$ cat src/rtl/sumador_serie_n.sv
// rtl/sumador_serie_n.sv - digit-serial adder, valid/ready handshake; define SUMADOR_SERIE_OVF_EN for the ovf output
module sumador_serie_n #(
    parameter int WIDTH = 8,
    parameter int DIGIT = 2
) (
    input  logic             clk,
    input  logic             rst,
    input  logic             in_valid,
    output logic             in_ready,
    input  logic [WIDTH-1:0] A,
    input  logic [WIDTH-1:0] B,
    input  logic             Cin,
    output logic             out_valid,
    input  logic             out_ready,
    output logic [WIDTH-1:0] S,
    output logic             Cout
`ifdef SUMADOR_SERIE_OVF_EN
    ,
    output logic             ovf
`endif
);

    localparam int STEPS = WIDTH / DIGIT;
    localparam int CNT_W = (STEPS > 1) ? $clog2(STEPS) : 1;

    // Reject geometries the digit slicing cannot cover exactly.
    if (WIDTH < 1 || DIGIT < 1 || DIGIT > WIDTH || (WIDTH % DIGIT) != 0) begin : g_bad_params
        $error("sumador_serie_n: need 1 <= DIGIT <= WIDTH and WIDTH %% DIGIT == 0");
    end

    typedef enum logic [1:0] {
        IDLE = 2'd0,
        RUN  = 2'd1,
        DONE = 2'd2
    } state_t;

    state_t           state;
    state_t           state_next;
    logic [WIDTH-1:0] a_sh;
    logic [WIDTH-1:0] b_sh;
    logic [WIDTH-1:0] s_sh;
    logic [WIDTH-1:0] s_next;
    logic             carry;
    logic [CNT_W-1:0] cnt;
    logic [DIGIT:0]   digit_sum;
    logic             last_step;
    logic             accept;

    // One DIGIT-wide slice; the top bit is the carry into the next digit.
    assign digit_sum = {1'b0, a_sh[DIGIT-1:0]} + {1'b0, b_sh[DIGIT-1:0]} + {{DIGIT{1'b0}}, carry};

    // New digit enters at the MSB end while the partial sum moves right by one digit.
    assign s_next    = WIDTH'({digit_sum[DIGIT-1:0], s_sh} >> DIGIT);
    assign last_step = (cnt == CNT_W'(STEPS - 1));
    assign accept    = in_valid && in_ready;

    // State register.
    always_ff @(posedge clk) begin
        if (rst) begin
            state <= IDLE;
        end else begin
            state <= state_next;
        end
    end

    // Next-state logic: accept -> run STEPS digits -> hold result until taken.
    always_comb begin
        state_next = state;
        case (state)
            IDLE: begin
                if (accept) begin
                    state_next = RUN;
                end
            end
            RUN: begin
                if (last_step) begin
                    state_next = DONE;
                end
            end
            DONE: begin
                if (out_ready) begin
                    state_next = IDLE;
                end
            end
            default: state_next = IDLE;
        endcase
    end

    // Handshake outputs decoded from the registered state.
    always_comb begin
        in_ready  = (state == IDLE) && !rst;
        out_valid = (state == DONE);
    end

    // Operand shift registers, carry and step counter.
    always_ff @(posedge clk) begin
        if (rst) begin
            a_sh  <= '0;
            b_sh  <= '0;
            s_sh  <= '0;
            carry <= 1'b0;
            cnt   <= '0;
        end else if (accept) begin
            a_sh  <= A;
            b_sh  <= B;
            s_sh  <= '0;
            carry <= Cin;
            cnt   <= '0;
        end else if (state == RUN) begin
            a_sh  <= a_sh >> DIGIT;
            b_sh  <= b_sh >> DIGIT;
            s_sh  <= s_next;
            carry <= digit_sum[DIGIT];
            cnt   <= cnt + CNT_W'(1);
        end
    end

    // Result registers: written only on the final digit so partial sums never show on S.
    always_ff @(posedge clk) begin
        if (rst) begin
            S    <= '0;
            Cout <= 1'b0;
        end else if (state == RUN && last_step) begin
            S    <= s_next;
            Cout <= digit_sum[DIGIT];
        end
    end

`ifdef SUMADOR_SERIE_OVF_EN
    logic carry_msb;

    // In the last digit the MSB operand bits sit at DIGIT-1; a^b^sum recovers the carry into it.
    assign carry_msb = a_sh[DIGIT-1] ^ b_sh[DIGIT-1] ^ digit_sum[DIGIT-1];

    // Two's-complement overflow, captured alongside S and held with it.
    always_ff @(posedge clk) begin
        if (rst) begin
            ovf <= 1'b0;
        end else if (state == RUN && last_step) begin
            ovf <= carry_msb ^ digit_sum[DIGIT];
        end
    end
`endif

endmodule
$ cat config.mk
export PLATFORM = sky130hd
export DESIGN_NAME = sumador_serie_n
export DESIGN_NICKNAME = d
export VERILOG_FILES = /design/src/rtl/sumador_serie_n.sv
export SDC_FILE = /design/constraint.sdc
export NUM_CORES = 1
export LEC_CHECK = 0
export ABC_AREA = 1
export CAP_MARGIN = 20
export CORE_MARGIN = 2
export CORE_UTILIZATION = 45
export DETAILED_ROUTE_END_ITERATION = 6
export DONT_BUFFER_PORTS = 1
export GPL_ROUTABILITY_DRIVEN = 0
export PLACE_DENSITY = 0.69
export SLEW_MARGIN = 20
export SYNTH_ARGS = -nofsm -noshare
export SYNTH_HDL_FRONTEND = slang
export SYNTH_SLANG_ARGS = --single-unit
$ cat constraint.sdc
create_clock -name clk -period 1.47 [get_ports clk]
set_input_delay 0.147 -clock clk [delete_from_list [all_inputs] [get_ports clk]]
set_output_delay 0.147 -clock clk [all_outputs]
set_load 0.01 [all_outputs]
==> results.md, run 1 <==
- Synth Warn #: 0
- CTS tree: yes
- Drc violations: 0
- Worst R2R Path Depth: 5
- Initial antenna violation count: 0
- Die Area: 4340 um2
- Worst Slack Setup Final: -63.3 ps
- Power per Cell Area: 1070 nW/um2
- Synth unique cells: 25
- Max-slew headroom: 70.8%
- Iteration-0 DRC count of the detailed router: 42
- CTS Buf Count: 5
- Initial Util: 47.1%
- First-pass DRT Iterations: 4
- Post-placement cell count: 282
- Number of global-route vias before repair: 1253
- Routed wire length per instance: 11.6 um
- Worst Setup Start Kind: flip-flop
- P&R area growth vs syn: 7.63%
- Synth Instances: 241
- Max-slew violation count: 0
- I/O pin count: 32
- Largest net degree at the start of global routing: 31
- Top_reg_cell synth: dfxtp_1
- Worst-skew pair later-pin latency: 290 ps
- Synthesized area: 1720 um2
- Post-synth ARST share: 0%
- Failing checks: hold timing, setup timing
- Most common cell after layout, fill and taps aside: nand2_1
- CTS H-Tree Depth: 2
- Reg area: 723 um2
- Vias per inst: 4.98
- WL final: 3360 um
- Root Buffer: clkbuf_8
- Chip width: 65.9 um
- Total Routing Usage GR: 16.8%
- EDFF count, synth: 0
- Fin util: 50.6%
- Status: finished with violations
- # clock sinks: 36
- Post-route design area: 1850 um2
- RSZ-0062 raised after global routing: yes
- Reg-to-Reg End: S[7]$_SDFFE_PP0P_
- Commonest cells after routing, fill and taps aside: 66 x nand2_1, 34 x dfxtp_1, 31 x inv_1
- Area of the multi-input gates: 776 um2
- Worst slew pin tran: 437 ps
- Max Cap Viol: 0
- # diodes: 0
- Avg Cell Area, Syn: 7.15 um2
- HP Class: in -> reg
- Worst r2r src: carry$_SDFFE_PP0P_
- Endpoint class of the critical path: flip-flop
- Flop-to-flop setup slack: -60 ps
- Placed instance area: 1750 um2
- # setup viols final: 3
- CORE AREA: 3660 um2
- Final HPWL DP: 2170 um
- Final period util: 104%
- Critical path type: reg -> reg
- Peak supply drop: 582 uV
- Die Span Y: 65.9 um
- Critical Path AT: 1760 ps
- Post-layout total power: 1.98 mW
- Syn_nets: 265
- Final hold slack: -88.2 ps
- Port buffer count: 0
- Row Count: 22
- Clk buf depth: 2
- Leakage power: 0.823 nW
- Synthesis-stage register bit count: 36
- Final ANT Viol Nets: 0
- Worst-path fanout max: 2
- Minimum clock period after layout: 1530 ps
- HP Start: rst
- Layout cells sized above 1: 11.5%
- Register area share after synthesis: 41.8%
- Filler Cells Inserted: 372
- Grt ovf: 0
- Post-Layout Cell Count: 291
- WHS Path Cells: 1
- Final hold vios: 28
- CP required: 1700 ps
- Hold Crit Endpoint: a_sh[5]$_SDFFE_PP0P_
- Layout Skew: 4.39 ps
- First-pass GRT wire length: 5470 um
- Layout net count: 266
- Vias: 1450
- Max Fclk: 652 MHz
- Clock-pin slew on the worst setup and hold paths: 70 ps
metal layers:
| layer | part of all wire (%) | global-route usage, % | wire (um) | vias up |
|---|---|---|---|---|
| met2 | 45 | 25.5 | 1510 | 41 |
| met5 | 0 | 0 | 0 | - |
| met4 | 2.4 | 10.7 | 82 | 0 |
| met3 | 5.7 | 4.09 | 193 | 7 |
| li1 | - | - | - | 771 |
| met1 | 47 | 21.2 | 1570 | 631 |
synthesized netlist by cell type (4+ instances only):
library cell	n	area share, %
dfxtp_1	36	42
nand3_1	28	8.1
nand2_1	66	14
a21oi_1	28	8.1
buf_2	6	1.7
nand4_1	13	4.7
inv_1	32	7.0
clkbuf_1	4	0.87
o21ai_0	5	1.5
cells by family (layout without fill, tap and decap cells):
group                      Yosys count  after routing  share of synthesized area [%]
and+or+nand+nor                    117            117                           31.4
AOI/OAI and AO/OA                   34             34                           9.88
xor gates and xnor gates             1              1                          0.508
adders and majority gates            3              3                           3.05
DFF                                 36             36                           41.8
buffers and inverters               50             52                           13.3
registers in the layout (all words and copies together) (netlist names):
register	count
a_sh	8
s_sh	6
cnt	2
S	8
carry	1
state	2
b_sh	8
Cout	1
power by group:
| part | total [mW] | switching [mW] | internal, mW |
|---|---|---|---|
| logic | 0.214 | 0.129 | 0.0851 |
| registers | 1.04 | 0.0222 | 1.02 |
| clock network | 0.729 | 0.355 | 0.374 |
| total | 1.98 | 0.507 | 1.47 |
cell type report:
type | count | share of cell area (%)
Clock inverter | 2 | 0.540
Tap cell | 48 | 3.24
Timing Repair Buffer | 10 | 4.05
Sequential cell | 36 | 39.0
Inverter | 34 | 6.88
Multi-Input combinational cell | 155 | 41.8
Clock buffer | 6 | 4.45
critical path, stage by stage (launching register included):
cell	delay, ps
dfxtp_2	330
inv_2	40
fa_2	370
fa_1	440
nand3b_1	170
a21oi_1	110
metrics by stage:
step / worst slack, ps / setup TNS [ps]
finish: -63.3 / -171
detailed placement: -61.0 / -152
global placement: -33.1 / -67.8
CTS: -72.0 / -184
global route: -143 / -469
floorplan: -6.26 / -6.26
worst max path at each step:
stage	startpoint	endpoint	depth (start not counted)	slack, ps
floorplan	carry$_SDFFE_PP0P_	S[7]$_SDFFE_PP0P_	5	-6
detailed placement	carry$_SDFFE_PP0P_	S[7]$_SDFFE_PP0P_	5	-60
global placement	carry$_SDFFE_PP0P_	s_sh[7]$_SDFFE_PP0P_	6	-30
CTS	carry$_SDFFE_PP0P_	S[7]$_SDFFE_PP0P_	5	-70
global route	carry$_SDFFE_PP0P_	S[7]$_SDFFE_PP0P_	5	-140
finish	carry$_SDFFE_PP0P_	S[7]$_SDFFE_PP0P_	5	-60
timing repair:
action / CTS / global route
setup buffers: 1 / 0
endpoints found under the setup margin: 3 / 4
hold endpoints to repair: 28 / 28
gates resized for setup: 1 / 0
pin swaps: 0 / 1
(Power assumes the default switching activity.)
==> run 2, diff against run 1 <==
Settings changed: ABC_AREA 1 to 0.
==> results.md, run 2 <==
- Status: finished with violations (unchanged)
- Failing checks: setup timing (was hold timing, setup timing)
- Synth Warn #: 0 (unchanged)
- Layout Skew: 11.3 ps (was 4.39 ps)
- Leakage power: 0.659 nW (was 0.823 nW)
- Synth unique cells: 26 (was 25)
- Top_reg_cell synth: dfxtp_1 (unchanged)
- Area of the multi-input gates: 714 um2 (was 776 um2)
- CTS H-Tree Depth: 2 (unchanged)
- Post-synth ARST share: 0% (unchanged)
- Peak supply drop: 494 uV (was 582 uV)
- Endpoint class of the critical path: flip-flop (unchanged)
- Max-slew violation count: 0 (unchanged)
- Worst-path fanout max: 2 (unchanged)
- Iteration-0 DRC count of the detailed router: 36 (was 42)
- Flop-to-flop setup slack: -70 ps (was -60 ps)
- # clock sinks: 36 (unchanged)
- Area contributors post-synth: dfxtp_1 48%, nand2_1 10%, a21oi_1 9.0% (was dfxtp_1 42%, nand2_1 14%, a21oi_1 8.1%)
- Count leader, synth: nand2_1 (unchanged)
- Final ANT Viol Nets: 0 (unchanged)
- Die Span Y: 61.9 um (was 65.9 um)
- Initial Util: 45.9% (was 47.1%)
- CP required: 1750 ps (was 1700 ps)
- Post-layout total power: 1.78 mW (was 1.98 mW)
- Final hold vios: 0 (was 28)
- Setup TNS: -193 ps (was -171 ps)
- Number of global-route vias before repair: 1236 (was 1253)
- RSZ-0062 raised after global routing: yes (unchanged)
- WL final: 3270 um (was 3360 um)
- Max Cap Viol: 0 (unchanged)
- I/O pin count: 32 (unchanged)
- # diodes: 0 (unchanged)
- Filler Cells Inserted: 296 (was 372)
- EDFF count, synth: 0 (unchanged)
- Total Routing Usage GR: 20.3% (was 16.8%)
- Most common cell after layout, fill and taps aside: nand2_1 (unchanged)
- Critical Path AT: 1820 ps (was 1760 ps)
- Worst r2r src: carry$_SDFFE_PP0P_ (unchanged)
- Final period util: 105% (was 104%)
- Worst slew pin tran: 1130 ps (was 437 ps)
- Power per Cell Area: 950 nW/um2 (was 1070 nW/um2)
- Max Fclk: 650 MHz (was 652 MHz)
- Synth cell count leaders: 40 x nand2_1, 36 x dfxtp_1, 27 x a21oi_1, 18 x nor2_1, 16 x a211oi_1 (was 66 x nand2_1, 36 x dfxtp_1, 32 x inv_1, 28 x a21oi_1, 28 x nand3_1)
- Final hold slack: 18.2 ps (was -88.2 ps)
- Critical Path Source: carry$_SDFFE_PP0P_ (unchanged)
- CTS Buf Count: 5 (unchanged)
- Largest net degree at the start of global routing: 28 (was 31)
- Reg-to-Reg End: carry$_SDFFE_PP0P_ (was S[7]$_SDFFE_PP0P_)
- Root Buffer: clkbuf_4 (was clkbuf_8)
- Synth Instances: 179 (was 241)
- CP Capture Point: carry$_SDFFE_PP0P_ (was S[7]$_SDFFE_PP0P_)
- Chip width: 61.9 um (was 65.9 um)
- Final HPWL DP: 2230 um (was 2170 um)
- Reg area: 723 um2 (unchanged)
- Layout cells sized above 1: 16.6% (was 11.5%)
- Row Count: 21 (was 22)
- Vias per inst: 5.15 (was 4.98)
- P&R area growth vs syn: 24.5% (was 7.63%)
- Minimum clock period after layout: 1540 ps (was 1530 ps)
- Drc violations: 0 (unchanged)
- Grt ovf: 0 (unchanged)
- HP Class: in -> reg (unchanged)
- Layout net count: 229 (was 266)
- Avg Cell Area, Syn: 8.43 um2 (was 7.15 um2)
- Worst-skew pair later-pin latency: 340 ps (was 290 ps)
- Die Area: 3830 um2 (was 4340 um2)
- Clock-pin slew on the worst setup and hold paths: 110 ps (was 70 ps)
- Max-slew headroom: 24.1% (was 70.8%)
- # setup viols final: 4 (was 3)
- Worst Setup Start Kind: flip-flop (unchanged)
- Post-route design area: 1880 um2 (was 1850 um2)
- Initial antenna violation count: 0 (unchanged)
- CTS tree: yes (unchanged)
- Synthesized area: 1510 um2 (was 1720 um2)
- CORE AREA: 3280 um2 (was 3660 um2)
- Yosys top cell area share: 47.8% (was 41.8%)
- First-pass GRT wire length: 5600 um (was 5470 um)
- Register area share after synthesis: 47.8% (was 41.8%)
- Port buffer count: 0 (unchanged)
- Vias: 1292 (was 1450)
- Syn_nets: 203 (was 265)
- Critical path type: reg -> reg (unchanged)
- Regs by FF count: S: 8 flops, a_sh: 8 flops, b_sh: 8 flops (unchanged)
- Placed instance area: 1620 um2 (was 1750 um2)
- Worst Slack Setup Final: -67.4 ps (was -63.3 ps)
- First-pass DRT Iterations: 5 (was 4)
- Leading area contributor after synthesis: dfxtp_1 (unchanged)
- Clk buf depth: 2 (unchanged)
- Commonest cells after routing, fill and taps aside: 40 x nand2_1, 34 x dfxtp_1, 27 x a21oi_1 (was 66 x nand2_1, 34 x dfxtp_1, 31 x inv_1)
- Routed wire length per instance: 13.0 um (was 11.6 um)
- Worst R2R Path Depth: 5 (unchanged)
- Synthesis-stage register bit count: 36 (unchanged)
==> run 2: area by class of cell <==
cell class / instances / area share (%)
tap: 46 / 3.06
sequential: 36 / 38.5
clock buffer: 6 / 2.20
timing repair buffer: 32 / 16.7
clock inverter: 1 / 0.266
multi-input combinational: 124 / 38.0
inverter: 6 / 1.20
==> run 2: power breakdown <==
group | total (mW) | switching, mW | internal [mW]
clock | 0.488 | 0.312 | 0.176
sequential | 1.04 | 0.0236 | 1.02
combinational | 0.255 | 0.126 | 0.128
total | 1.78 | 0.462 | 1.32
==> run 2: repair_timing <==
item / CTS / global route
buffers inserted: 1 / 0
pin swaps: 1 / 1
hold buffers: 18 / 0
endpoints found under the setup margin: 4 / 22
gates resized for setup: 3 / 6
hold endpoints to repair: 28 / 0
==> run 2: layer usage <==
layer / vias up / track usage [%] / share of wire, %
met5: - / 0 / 0
met4: 0 / 10.0 / 2.1
met3: 8 / 6.00 / 5.2
met2: 28 / 33.7 / 49
met1: 607 / 23.8 / 43
li1: 649 / - / -
==> run 2: worst min-delay path by stage <==
| stage | cells past startpoint | slack, ps | to | start |
|---|---|---|---|---|
| 2_1_floorplan | 2 | 260 | carry$_SDFFE_PP0P_ | Cin |
| 3_3_place_gp | 1 | 220 | a_sh[1]$_SDFFE_PP0P_ | rst |
| 3_5_place_dp | 1 | 220 | S[0]$_SDFFE_PP0P_ | rst |
| 4_1_cts | 2 | 4 | state[0]$_SDFFE_PP0P_ | in_valid |
| 5_1_grt | 2 | 4 | state[0]$_SDFFE_PP0P_ | in_valid |
| 6_report | 2 | 20 | state[0]$_SDFFE_PP0P_ | in_valid |
==> run 2: kinds of logic (layout without fill, tap and decap cells) <==
| family | Yosys count | after routing | synth area share (%) |
|---|---|---|---|
| and+or+nand+nor | 73 | 73 | 21.8 |
| xor gates and xnor gates | 1 | 1 | 0.581 |
| DFF | 36 | 36 | 47.8 |
| AOI/OAI and AO/OA | 45 | 45 | 18.2 |
| buffers and inverters | 19 | 45 | 6.72 |
| muxes | 2 | 2 | 1.41 |
| adders and majority gates | 3 | 3 | 3.48 |
==> run 2: per-stage QoR <==
| stage | setup WS [ps] | instances | util [%] |
|---|---|---|---|
| finish | -67.4 | 251 | 57.2 |
| global route | -125 | 251 | 57.2 |
| CTS | -83.8 | 251 | 56.6 |
| detailed placement | -104 | 225 | 49.3 |
| global placement | -45.3 | 225 | 49.3 |
| floorplan | -28.8 | 179 | - |
==> run 2: critical path, stage by stage (launching register included) <==
cell and delay [ps]:
dfxtp_2 340, inv_2 40, fa_2 380, fa_2 350, mux2_4 270, o21ai_2 100
